===== src/rtl/stroke_ratio_tracker.sv =====
// Drive/recovery phase tracker for the erg datapath: times each stroke, divides recovery by drive
// with a bit-serial restoring divider and keeps a moving average of the last 2^AVG_LOG2 ratios.
module stroke_ratio_tracker #(
    parameter int COUNT_W  = 16,
    parameter int FRAC_W   = 8,
    parameter int AVG_LOG2 = 2
) (
    input  logic        count_clock,
    input  logic        reset_n,
    input  logic        start_drive,
    input  logic        start_recovery,
    output logic [31:0] ratio,
    output logic [31:0] avg_ratio,
    output logic        ratio_valid,
    output logic [15:0] stroke_count,
    output logic        on_drive,
    output logic        busy,
    output logic        overflow,
    output logic        dropped,
    output logic [1:0]  state_dbg
);
    localparam int Q     = COUNT_W + FRAC_W;
    localparam int N     = 1 << AVG_LOG2;
    localparam int SUM_W = 32 + AVG_LOG2;
    localparam int BC_W  = $clog2(Q) + 1;
    localparam logic [COUNT_W-1:0] CNT_LAST = {{(COUNT_W-1){1'b1}}, 1'b0};
    localparam logic [BC_W-1:0]    LAST_BIT = BC_W'(Q - 1);

    typedef enum logic [1:0] {
        S_IDLE     = 2'd0,
        S_DRIVE    = 2'd1,
        S_RECOVERY = 2'd2
    } phase_t;

    phase_t              state;
    logic [COUNT_W-1:0]  drive_cnt;
    logic [COUNT_W-1:0]  rec_cnt;
    logic [COUNT_W-1:0]  drive_len;
    logic [COUNT_W-1:0]  divisor;
    logic [COUNT_W-1:0]  rem;
    logic [Q-1:0]        dividend;
    logic [Q-1:0]        quot;
    logic [BC_W-1:0]     bit_cnt;
    logic [31:0]         hist [N];
    logic [AVG_LOG2-1:0] wr_ptr;
    logic [SUM_W-1:0]    sum;
    logic                primed;

    logic                stroke_end;
    logic                timeout_hit;
    logic                last_step;
    logic                accept;
    logic [COUNT_W:0]    trial;
    logic                trial_ge;
    logic [COUNT_W-1:0]  rem_next;
    logic [Q-1:0]        quot_next;
    logic [31:0]         q_ext;
    logic [SUM_W-1:0]    sum_next;

    assign state_dbg = state;

    // ratio_valid is a one-cycle strobe with no back-pressure: ratio, avg_ratio and
    // stroke_count change on the same edge that raises it and hold until the next strobe.
    always_comb begin
        stroke_end  = (state == S_RECOVERY) && start_drive;
        timeout_hit = ((state == S_DRIVE) && !start_recovery && (drive_cnt == CNT_LAST)) ||
                      ((state == S_RECOVERY) && !start_drive && (rec_cnt == CNT_LAST));
        last_step   = busy && (bit_cnt == LAST_BIT);
        // The final divide step frees the divider on the same edge, so a stroke ending then is kept.
        accept      = stroke_end && (!busy || last_step);
        trial       = {rem, dividend[Q-1]};
        trial_ge    = (trial >= {1'b0, divisor});
        rem_next    = trial_ge ? COUNT_W'(trial - {1'b0, divisor}) : COUNT_W'(trial);
        quot_next   = {quot[Q-2:0], trial_ge};
        q_ext       = 32'(quot_next);
        if (primed) begin
            sum_next = sum - SUM_W'(hist[wr_ptr]) + SUM_W'(q_ext);
        end else begin
            sum_next = SUM_W'(q_ext) << AVG_LOG2;
        end
    end

    always_ff @(posedge count_clock) begin
        if (!reset_n) begin
            state     <= S_IDLE;
            drive_cnt <= '0;
            rec_cnt   <= '0;
            drive_len <= '0;
            on_drive  <= 1'b0;
            overflow  <= 1'b0;
            dropped   <= 1'b0;
        end else begin
            dropped <= stroke_end && !accept;
            case (state)
                S_IDLE: begin
                    if (start_drive) begin
                        state     <= S_DRIVE;
                        drive_cnt <= COUNT_W'(1);
                        on_drive  <= 1'b1;
                    end
                end
                S_DRIVE: begin
                    if (start_recovery) begin
                        state     <= S_RECOVERY;
                        rec_cnt   <= COUNT_W'(1);
                        drive_len <= drive_cnt;
                        on_drive  <= 1'b0;
                    end else begin
                        drive_cnt <= drive_cnt + COUNT_W'(1);
                        if (timeout_hit) begin
                            state    <= S_IDLE;
                            on_drive <= 1'b0;
                            overflow <= 1'b1;
                        end
                    end
                end
                S_RECOVERY: begin
                    if (start_drive) begin
                        state     <= S_DRIVE;
                        drive_cnt <= COUNT_W'(1);
                        on_drive  <= 1'b1;
                    end else begin
                        rec_cnt <= rec_cnt + COUNT_W'(1);
                        if (timeout_hit) begin
                            state    <= S_IDLE;
                            on_drive <= 1'b0;
                            overflow <= 1'b1;
                        end
                    end
                end
                default: begin
                    state    <= S_IDLE;
                    on_drive <= 1'b0;
                end
            endcase
        end
    end

    always_ff @(posedge count_clock) begin
        if (!reset_n) begin
            busy         <= 1'b0;
            bit_cnt      <= '0;
            divisor      <= '0;
            rem          <= '0;
            dividend     <= '0;
            quot         <= '0;
            ratio        <= '0;
            avg_ratio    <= '0;
            ratio_valid  <= 1'b0;
            stroke_count <= '0;
            sum          <= '0;
            wr_ptr       <= '0;
            primed       <= 1'b0;
            for (int i = 0; i < N; i++) hist[i] <= '0;
        end else begin
            ratio_valid <= 1'b0;
            if (busy) begin
                rem      <= rem_next;
                quot     <= quot_next;
                dividend <= {dividend[Q-2:0], 1'b0};
                bit_cnt  <= bit_cnt + BC_W'(1);
                if (last_step) begin
                    busy         <= 1'b0;
                    ratio        <= q_ext;
                    ratio_valid  <= 1'b1;
                    stroke_count <= stroke_count + 16'd1;
                    sum          <= sum_next;
                    avg_ratio    <= 32'(sum_next >> AVG_LOG2);
                    if (primed) begin
                        hist[wr_ptr] <= q_ext;
                        wr_ptr       <= wr_ptr + AVG_LOG2'(1);
                    end else begin
                        for (int i = 0; i < N; i++) hist[i] <= q_ext;
                        wr_ptr <= '0;
                        primed <= 1'b1;
                    end
                end
            end
            if (accept) begin
                busy     <= 1'b1;
                bit_cnt  <= '0;
                rem      <= '0;
                quot     <= '0;
                dividend <= {rec_cnt, {FRAC_W{1'b0}}};
                divisor  <= drive_len;
            end
            // A timed-out stroke breaks the cadence, so the next result restarts the average.
            if (timeout_hit) primed <= 1'b0;
        end
    end

endmodule


===== config.mk =====
export PLATFORM = sky130hd
export DESIGN_NAME = stroke_ratio_tracker
export DESIGN_NICKNAME = d
export VERILOG_FILES = /design/src/rtl/stroke_ratio_tracker.sv
export SDC_FILE = /design/constraint.sdc
export NUM_CORES = 1
export LEC_CHECK = 0
export ABC_AREA = 1
export CAP_MARGIN = 20
export CORE_MARGIN = 2
export CORE_UTILIZATION = 60
export CTS_BUF_LIST = sky130_fd_sc_hd__clkbuf_16
export DETAILED_ROUTE_END_ITERATION = 12
export PLACE_DENSITY_LB_ADDON = 0.15
export RECOVER_POWER = 100
export SETUP_SLACK_MARGIN = 0.15
export SYNTH_ARGS = -nofsm -noshare
export SYNTH_HDL_FRONTEND = slang
export SYNTH_SLANG_ARGS = --single-unit

===== constraint.sdc =====
create_clock -name count_clock -period 3.7 [get_ports count_clock]
set_input_delay 0.74 -clock count_clock [delete_from_list [all_inputs] [get_ports count_clock]]
set_output_delay 0.74 -clock count_clock [all_outputs]
set_load 0.02 [all_outputs]

# [Word level (Yosys, flattened, before mapping)]
# Memory sizes are Yosys's and may differ from the RTL's. A register that Yosys moved wholly into a read port is not among the register bits.
# Index checks and enable logic that the tools add are counted.
[classes] reduce_logical=28 order_cmp=1 bitwise=5 add_sub_neg=8 muxes=49 n_eq_ne=10
[op_table] operator="24-bit 2-to-1 mux" count=7
[op_table] operator="16-bit 2-to-1 mux" count=5
[op_table] operator="16-bit case mux with 2 select lines" count=2
[op_table] operator="16-bit by 1-bit adder with 16-bit output (second input constant)" count=3
[op_table] operator="34-bit by 24-bit adder with 34-bit output" count=1
[op_table] operator="34-bit 2-to-1 mux" count=1
[op_table] operator="34-bit by 32-bit subtractor with 34-bit output" count=1
[op_table] operator="16-bit == test (second input constant)" count=2
[op_table] operator="24-bit OR reduction" count=1
[op_table] operator="1-bit 2-to-1 mux" count=23
[op_table] operator="17-bit by 16-bit greater-or-equal comparator with 1-bit output" count=1
[op_table] operator="2-bit 2-to-1 mux" count=8
[op_table] operator="16-bit subtractor" count=1
[op_table] operator="3-bit AND reduction" count=3
[op_table] operator="1-bit logical AND" count=8
[op_table] operator="2-bit != test (second input constant)" count=4
[op_table] operator="6-bit by 1-bit adder with 6-bit output (second input constant)" count=1
[op_table] operator="6-bit by 5-bit == test with 1-bit output (second input constant)" count=1
[op_table] operator="2-bit case mux with 3 select lines" count=1
[op_table] operator="2-bit AND reduction" count=3
[op_table] operator="2-bit nonzero test" count=3
[op_table] operator="2-bit OR reduction" count=3
[op_table] operator="1-bit logical NOT" count=4
[op_table] operator="1-bit OR" count=4
[op_table] operator="other kinds (9)" count=10
[totals] ff_bits=241 word_cells=122 memories=1 input_bits=4 ram_bits=96 out_inout_bits=87
[memory_table] memory="hist" depth=4 width=24 rd=1 rd_clocked_by_memory_dff=1 wr=4 line="44" rtl="logic [31:0] hist [N];"

# [Logic depth before layout (Yosys ltp)]
# Gate-level depths: netlist of the first run.
[logic_depth] depth_word=8 depth_mapped=27 mapped_depth_nobuf=27

# [Worst setup path after synthesis of the first run]
# No wires, ideal clock.
[synth_timing] path_type="register to register" startpoint="reg divisor[2]" endpoint="reg avg_ratio[20]" arrival_time_ps=3220 t_required_ps=3587 setup_slack_ps=367 path_stages_with_launch=26 n_path_buf=1 period_less_slack_ps=3333 setup_ps=113 cell_sequence="dfxtp_1 > inv_1 > ha_1 > a21oi_1 > nand2_1 > nand2_1 > nand2_1 > nand3_1 > nand2_1 > nand2_4 > nand2_4 > buf_6 > xor2_1 > ha_1 > fa_1 > nand3_1 > nand2_1 > nand2_1 > nand2_1 > nand2_1 > nand2_1 > nand2_1 > nand2_1 > or2_2 > nand3_1 > nand2_1"
[synth_via] elab_chain_len=3
[synth_lines] element="from (decl)" line="39" rtl="logic [COUNT_W-1:0] divisor;"
[synth_lines] element="from (signal assigned)" line="185" rtl="divisor <= drive_len;"
[synth_lines] element="17-bit by 16-bit greater-or-equal comparator with 1-bit output" line="72" rtl="trial_ge = (trial >= {1'b0, divisor});"
[synth_lines] element="34-bit by 24-bit adder with 34-bit output" line="77" rtl="sum_next = sum - SUM_W'(hist[wr_ptr]) + SUM_W'(q_ext);"
[synth_lines] element="34-bit 2-to-1 mux" line="76" rtl="if (primed) begin"
[synth_lines] element="to (signal assigned)" line="168" rtl="avg_ratio <= 32'(sum_next >> AVG_LOG2);"
[synth_lines] element="to (decl)" line="13" rtl="output logic [31:0] avg_ratio,"
# No other way between the ends.
# A chain may end at the register's enable or synchronous reset.

==> run metrics, run 1 <==
crit end category=flip-flop; Post-Syn Area=16,600 µm²; routability cong.=0.976; Power Dens Cells=395 nW/µm²; Setup TNS Final=0 ns; final setup vio count=0; vias per cell=5.63; Crit Path Max Fanout=42; Core Region=27,100 µm²; antenna violations before repair=1; wirelength, routed=46,900 µm; Final ANT Viol Nets=0; fin crit period=3.44 ns; kind of critical path=flip-flop to flip-flop; Vias=15,000; Final Cycle Share=0.929; Root Buffer=clkbuf_16; P&R area growth vs syn=13.4%; Max H-tree Level=2; first-pass GRT wire length=74,900 µm; synthesized instance count=2,208; class of the worst hold path=flip-flop to flip-flop; Area contributors post-synth=dfxtp_1, edfxtp_1, nand2_1; share of flip-flops with an asynchronous set or reset=0; clock edge transition at the registers on the reported setup and hold paths=0.06 ns; Initial Util=0.614; worst skew pair latency=0.52 ns; post-CTS setup buffers=0; Bufs on Longest Clock Path=3; share of layout cells above drive strength 1=0.0656; clk sink count=307; warnings from Yosys=0; R2R Setup Slk=0.26 ns; die width=170 µm; Final Hold Viols=0; Synth Flop Type=dfxtp_1; DRT Pass-1 Iters=6; CTS tree=built; I/O pin cnt=91; count of pins over their slew limit=43; Synth area leader=dfxtp_1; CP endpoint=avg_ratio[20]; worst relative slew slack=-0.00715; distinct cell type count after synthesis=50; vias in the first global route=14,600; # port buffers=82; largest net degree at the start of global routing=63; FF+latch count, synth=307; gr ovfl total=0; RSZ-0062 raised after global routing=true; cts bufs inserted=34; layout net count=2,350; drt drc=0; Tightest Pin Transition=1.51 ns; Worst setup SP type=flip-flop; Lkg Pwr=8.15 nW; most common cell after layout, fill and taps aside=nand2_1; iteration-0 DRC count of the detailed router=1,472; r2r endpoint=avg_ratio[20]; MaxCap Viol Count=1; hpwl dp=32,800 µm; chip height=170 µm; total power=7.46 mW; Worst Clk Skew=0.0121 ns; VDD IR max=0.337 mV; Hold Slack=0.461 ns; failing checks=max-capacitance violations, max-slew violations; share of the synthesized area in the top cell type=0.254; worst path required time=4.11 ns; Overall Global Routing Usage=0.328; Post-synth EDFFs=96; most frequent cells in the layout=nand2_1, nor2_1, inv_1; Arr. time, crit path=3.85 ns; post-synthesis sequential area ratio=0.427; average size of a mapped cell=7.53 µm²; status=finished with violations; Die Area=29,100 µm²; FMAX=291 MHz; R2R depth=16; Diodes inserted=0; num rows=60; WL/cell=17.6 µm
-- worst min-delay path by stage --
stage             startpoint            end  slack, ns  depth (start not counted)
2_1_floorplan    divisor[10]    divisor[10]       0.44                          2
3_3_place_gp      divisor[3]     divisor[3]       0.45                          2
3_5_place_dp    drive_len[9]   drive_len[9]       0.45                          2
4_1_cts         drive_len[9]   drive_len[9]       0.46                          2
5_1_grt        drive_len[13]  drive_len[13]       0.47                          2
6_report        drive_len[9]   drive_len[9]       0.46                          2
-- worst max-delay path: stages (launching register included) --
cell	delay, ns
dfxtp_2	0.34
inv_1	0.08
buf_6	0.30
o21ai_0	0.13
o22ai_1	0.32
fa_1	0.50
inv_1	0.08
ha_1	0.28
a21oi_1	0.31
o21ai_0	0.18
a21oi_1	0.15
nand2_1	0.12
nand2_1	0.08
nand2_1	0.05
or2_2	0.27
nand3_1	0.06
nand2_1	0.05
-- sequential cells by signal, indices dropped and copies added, names as in the netlist, named ones only --
register	cells
ratio	24
quot	23
avg_ratio	32
state_dbg	2
busy	1
drive_len	16
ratio_valid	1
rec_cnt	16
on_drive	1
overflow	1
dropped	1
divisor	16
primed	1
stroke_count	16
wr_ptr	2
hist	96
drive_cnt	16
sum	2
rem	16
bit_cnt	6
dividend	16
-- cells by family (layout without fill, tap and decap cells) --
logic type | count (synthesis) | after routing | share of synthesized area
AO/OA/AOI/OAI | 445 | 445 | 0.143
XOR/XNOR | 22 | 22 | 0.0116
adder cells (fa/ha/maj) | 84 | 84 | 0.0745
buffers and inverters | 434 | 507 | 0.109
flip-flops | 307 | 307 | 0.427
other | 1 | 8 | 0.000225
AND/OR/NAND/NOR | 915 | 915 | 0.234
-- metal layers --
metal	up-vias	GRT usage	share of wire
li1	7280	-	-
met1	7039	0.420	0.42
met2	542	0.552	0.47
met3	121	0.0570	0.075
met4	0	0.131	0.040
met5	-	0	0
-- cell usage after synthesis (30+ instances only) --
cell type / instances
nand2_1: 392
buf_4: 40
edfxtp_1: 96
dfxtp_1: 211
nor2_1: 293
inv_1: 278
clkbuf_1: 62
nor3_1: 33
ha_1: 59
o21ai_1: 30
o22ai_1: 43
a21oi_1: 181
nand3_1: 128
o21ai_0: 147
-- through the flow --
stage	setup WS [ns]	instance area, µm²	utilization	cells
2_1_floorplan	0.367	16700	-	2215
3_3_place_gp	0.322	17700	0.654	2598
5_1_grt	0.0732	18900	0.696	2660
4_1_cts	0.246	18900	0.696	2660
6_report	0.262	18900	0.696	2660
3_5_place_dp	0.268	17700	0.654	2598
-- what timing repair did --
| item | 4_1_cts | 5_1_grt |
|---|---|---|
| hold buffers | 0 | 0 |
| setup endpoints to repair | 0 | 22 |
| resized for setup | 0 | 28 |
-- final cells by class --
class,instances,area (µm²)
Fill cell,2276,8240
Multi-Input combinational cell,1474,7770
Sequential cell,307,7110
Timing Repair Buffer,133,1210
Inverter,312,1170
Clock buffer,37,926
Tap cell,372,465
Clock inverter,25,213
-- where the power goes --
group	internal, mW	switching [mW]	leakage (nW)	total (mW)
logic	0.132	0.338	4.89	0.470
clock network	2.03	1.42	0.571	3.45
registers	3.52	0.0212	2.69	3.54
total	5.68	1.78	8.15	7.46
Power figures use the tool's default switching activity.
==> run 2, diff against run 1 <==
--- a/config.mk
+++ b/config.mk
@@ -10,10 +10,12 @@
 export CORE_MARGIN = 2
 export CORE_UTILIZATION = 60
 export CTS_BUF_LIST = sky130_fd_sc_hd__clkbuf_16
+export CTS_CLUSTER_SIZE = 16
 export DETAILED_ROUTE_END_ITERATION = 12
 export PLACE_DENSITY_LB_ADDON = 0.15
 export RECOVER_POWER = 100
 export SETUP_SLACK_MARGIN = 0.15
+export SLEW_MARGIN = 0
 export SYNTH_ARGS = -nofsm -noshare
 export SYNTH_HDL_FRONTEND = slang
 export SYNTH_SLANG_ARGS = --single-unit
==> results of run 2 <==
Same layout as run 1: the final DEF is identical, and so are final timing and power.
==> run 3, diff against run 2 <==
--- a/config.mk
+++ b/config.mk
@@ -14,6 +14,7 @@
 export DETAILED_ROUTE_END_ITERATION = 12
 export PLACE_DENSITY_LB_ADDON = 0.15
 export RECOVER_POWER = 100
+export REMOVE_ABC_BUFFERS = 1
 export SETUP_SLACK_MARGIN = 0.15
 export SLEW_MARGIN = 0
 export SYNTH_ARGS = -nofsm -noshare
==> run metrics, run 3 (synthesized netlist as in run 1, its figures left out) <==
fin crit period=3.41 ns (-0.0298 ns); num rows=60 (unchanged); RSZ-0062 raised after global routing=true; clk sink count=307 (unchanged); Die Area=29,100 µm² (unchanged); # port buffers=82 (unchanged); most frequent cells in the layout=nand2_1, nor2_1, inv_1; crit end category=flip-flop; largest reg by FF count=hist; cts bufs inserted=34 (unchanged); Overall Global Routing Usage=0.303 (-0.0253); Largest register FFs=96 (unchanged); Lkg Pwr=8.06 nW (-1.1%); WL met2=20,800 µm (-5.4%); count of pins over their slew limit=0 (-100%); Worst Clk Skew=0.0187 ns (+0.00659 ns); FMAX=293 MHz (+0.88%); most common cell after layout, fill and taps aside=nand2_1; P&R area growth vs syn=11.8%; chip height=170 µm (unchanged); worst path required time=4.03 ns (-0.08 ns); Diodes inserted=0 (unchanged); Tightest Pin Transition=1.45 ns (-0.0553 ns); final instance area=18,600 µm² (-1.4%); Placement Cell Area=17,600 µm² (-0.76%); I/O pin cnt=91 (unchanged); Vias=14,600 (-2.4%); crit-path cells=inv_1 -> ha_1 -> a21o_1 -> nand2_1 -> nand2_1 -> a21oi_1 -> nand2_2 -> nand2_4 -> nand2_4 -> xor2_1 -> ha_2 -> fa_2 -> nand3_1 -> nand2_2 -> nand2_1 -> nand3_1 -> nand2_1 -> nand2_1 -> nand2_1 -> nand3_1 -> nand3_1 -> a21oi_1; uppermost layer routed=met4; largest net degree at the start of global routing=73 (+16%); Crit Path Max Fanout=5 (-88%); worst skew pair latency=0.52 ns (about the same); layout net count=2,334 (-0.68%); Final Hold Viols=0 (unchanged); Power Dens Cells=380 nW/µm² (-4.0%); iteration-0 DRC count of the detailed router=1,079 (-27%); Initial Util=0.614 (unchanged); class of the worst hold path=flip-flop to flip-flop; MaxCap Viol Count=0 (-1); die width=170 µm (unchanged); WL/cell=16.5 µm (-6.4%); Met1 Wirelength=18,500 µm (-5.1%); final setup vio count=0 (unchanged); hpwl dp=30,400 µm (-7.3%); status=complete, no violations; Worst setup SP type=flip-flop; Final ANT Viol Nets=0 (unchanged); kind of critical path=flip-flop to flip-flop; Layout fillers=2,345 (+3.0%); CP most frequent cell=nand2_1; Root Buffer=clkbuf_16; antenna violations before repair=0 (-1); worst setup margin=0.292 ns (+0.0298 ns); routability cong.=0.963 (-1.4%); first-pass GRT wire length=70,200 µm (-6.2%); VDD IR max=0.323 mV (-4.1%); Core Region=27,100 µm² (unchanged); biggest regs=hist (96), avg_ratio (32), ratio (24); worst relative slew slack=0.0308 (+0.0380); wirelength, routed=43,700 µm (-7.0%); Worst path top cell family by delay=simple AND/OR/NAND/NOR gates; Largest stage delay, worst path=0.36 ns (-0.14 ns); CTS tree=built; gr ovfl total=0 (unchanged); Arr. time, crit path=3.73 ns (-0.12 ns); Max H-tree Level=2 (unchanged); clock edge transition at the registers on the reported setup and hold paths=0.06 ns (about the same); vias in the first global route=14,100 (-3.4%); worst path buffer plus inverter count=1 (-2); drt drc=0 (unchanged); Bufs on Longest Clock Path=3 (unchanged); dpl ws=0.199 ns (-0.0691 ns); DR WL met3=2830 µm (-19%); CP max-delay cell=fa_2; share of layout cells above drive strength 1=0.0590 (-0.00658); vias per cell=5.53 (-1.8%); DRT Pass-1 Iters=7 (+1); Final Cycle Share=0.921 (-0.00806)
-- run 3: changes by cell type in the layout (fill, tap and decap cells not counted), sizes merged --
cell / delta
buf: -16
inv: +7
clkinv: -3
clkinvlp: +2
clkbuf: -3
bufinv: -3
-- run 3: report_power, final --
part	switching, mW	internal, mW	total [mW]	leakage (nW)
clock	1.37	1.69	3.05	0.522
combinational	0.339	0.131	0.470	4.85
sequential	0.0193	3.52	3.54	2.69
total	1.73	5.33	7.06	8.06
-- run 3: worst paths after layout --
path,from,to,slack (ns),depth (start not counted)
max,divisor[6],avg_ratio[30],0.29,22
min,drive_len[14],drive_len[14],0.46,2
max reg2reg,divisor[6],avg_ratio[30],0.29,22
min reg2reg,drive_len[14],drive_len[14],0.46,2
-- run 3: worst reg2reg max path, cell delays in order, from the launching register on --
cell and delay [ns]:
dfxtp_1 0.31, inv_1 0.05, ha_1 0.34, a21o_1 0.19, nand2_1 0.06, nand2_1 0.06, a21oi_1 0.22, nand2_2 0.11
nand2_4 0.08, nand2_4 0.06, xor2_1 0.15, ha_2 0.21, fa_2 0.36, nand3_1 0.11, nand2_2 0.12, nand2_1 0.08
nand3_1 0.12, nand2_1 0.11, nand2_1 0.14, nand2_1 0.14, nand3_1 0.08, nand3_1 0.08, a21oi_1 0.06
-- run 3: area by class of cell --
class	count	area, µm²	area share
Multi-Input combinational cell	1474	7760	0.417
Sequential cell	307	7110	0.382
Inverter	312	1170	0.0630
Timing Repair Buffer	117	1090	0.0586
Clock buffer	34	851	0.0458
Tap cell	372	465	0.0250
Clock inverter	28	149	0.00801
-- run 3: per-stage QoR --
stage                     hold slack (ns)  total power [mW]   util  std cells  setup TNS, ns
after global routing                0.476              7.28  0.686       2644              0
after CTS                           0.460              7.10  0.686       2644              0
after floorplan                     0.435              3.90      -       2093        -298.35
final                               0.455              7.06  0.686       2644              0
after detailed placement            0.453              4.07  0.649       2582              0
after global placement              0.445              4.06  0.649       2582              0
-- run 3: per-layer routing --
metal / vias up / track usage
met4: 0 / 0.110
met2: 406 / 0.525
met1: 6871 / 0.377
met3: 97 / 0.0553
met5: - / 0
li1: 7249 / -
-- run 3: timing repair --
| item | in CTS | in global routing |
|---|---|---|
| hold buffers | 0 | 0 |
| setup buffers | 0 | 0 |
| gates resized for setup | 0 | 15 |
| endpoints found under the setup margin | 0 | 15 |
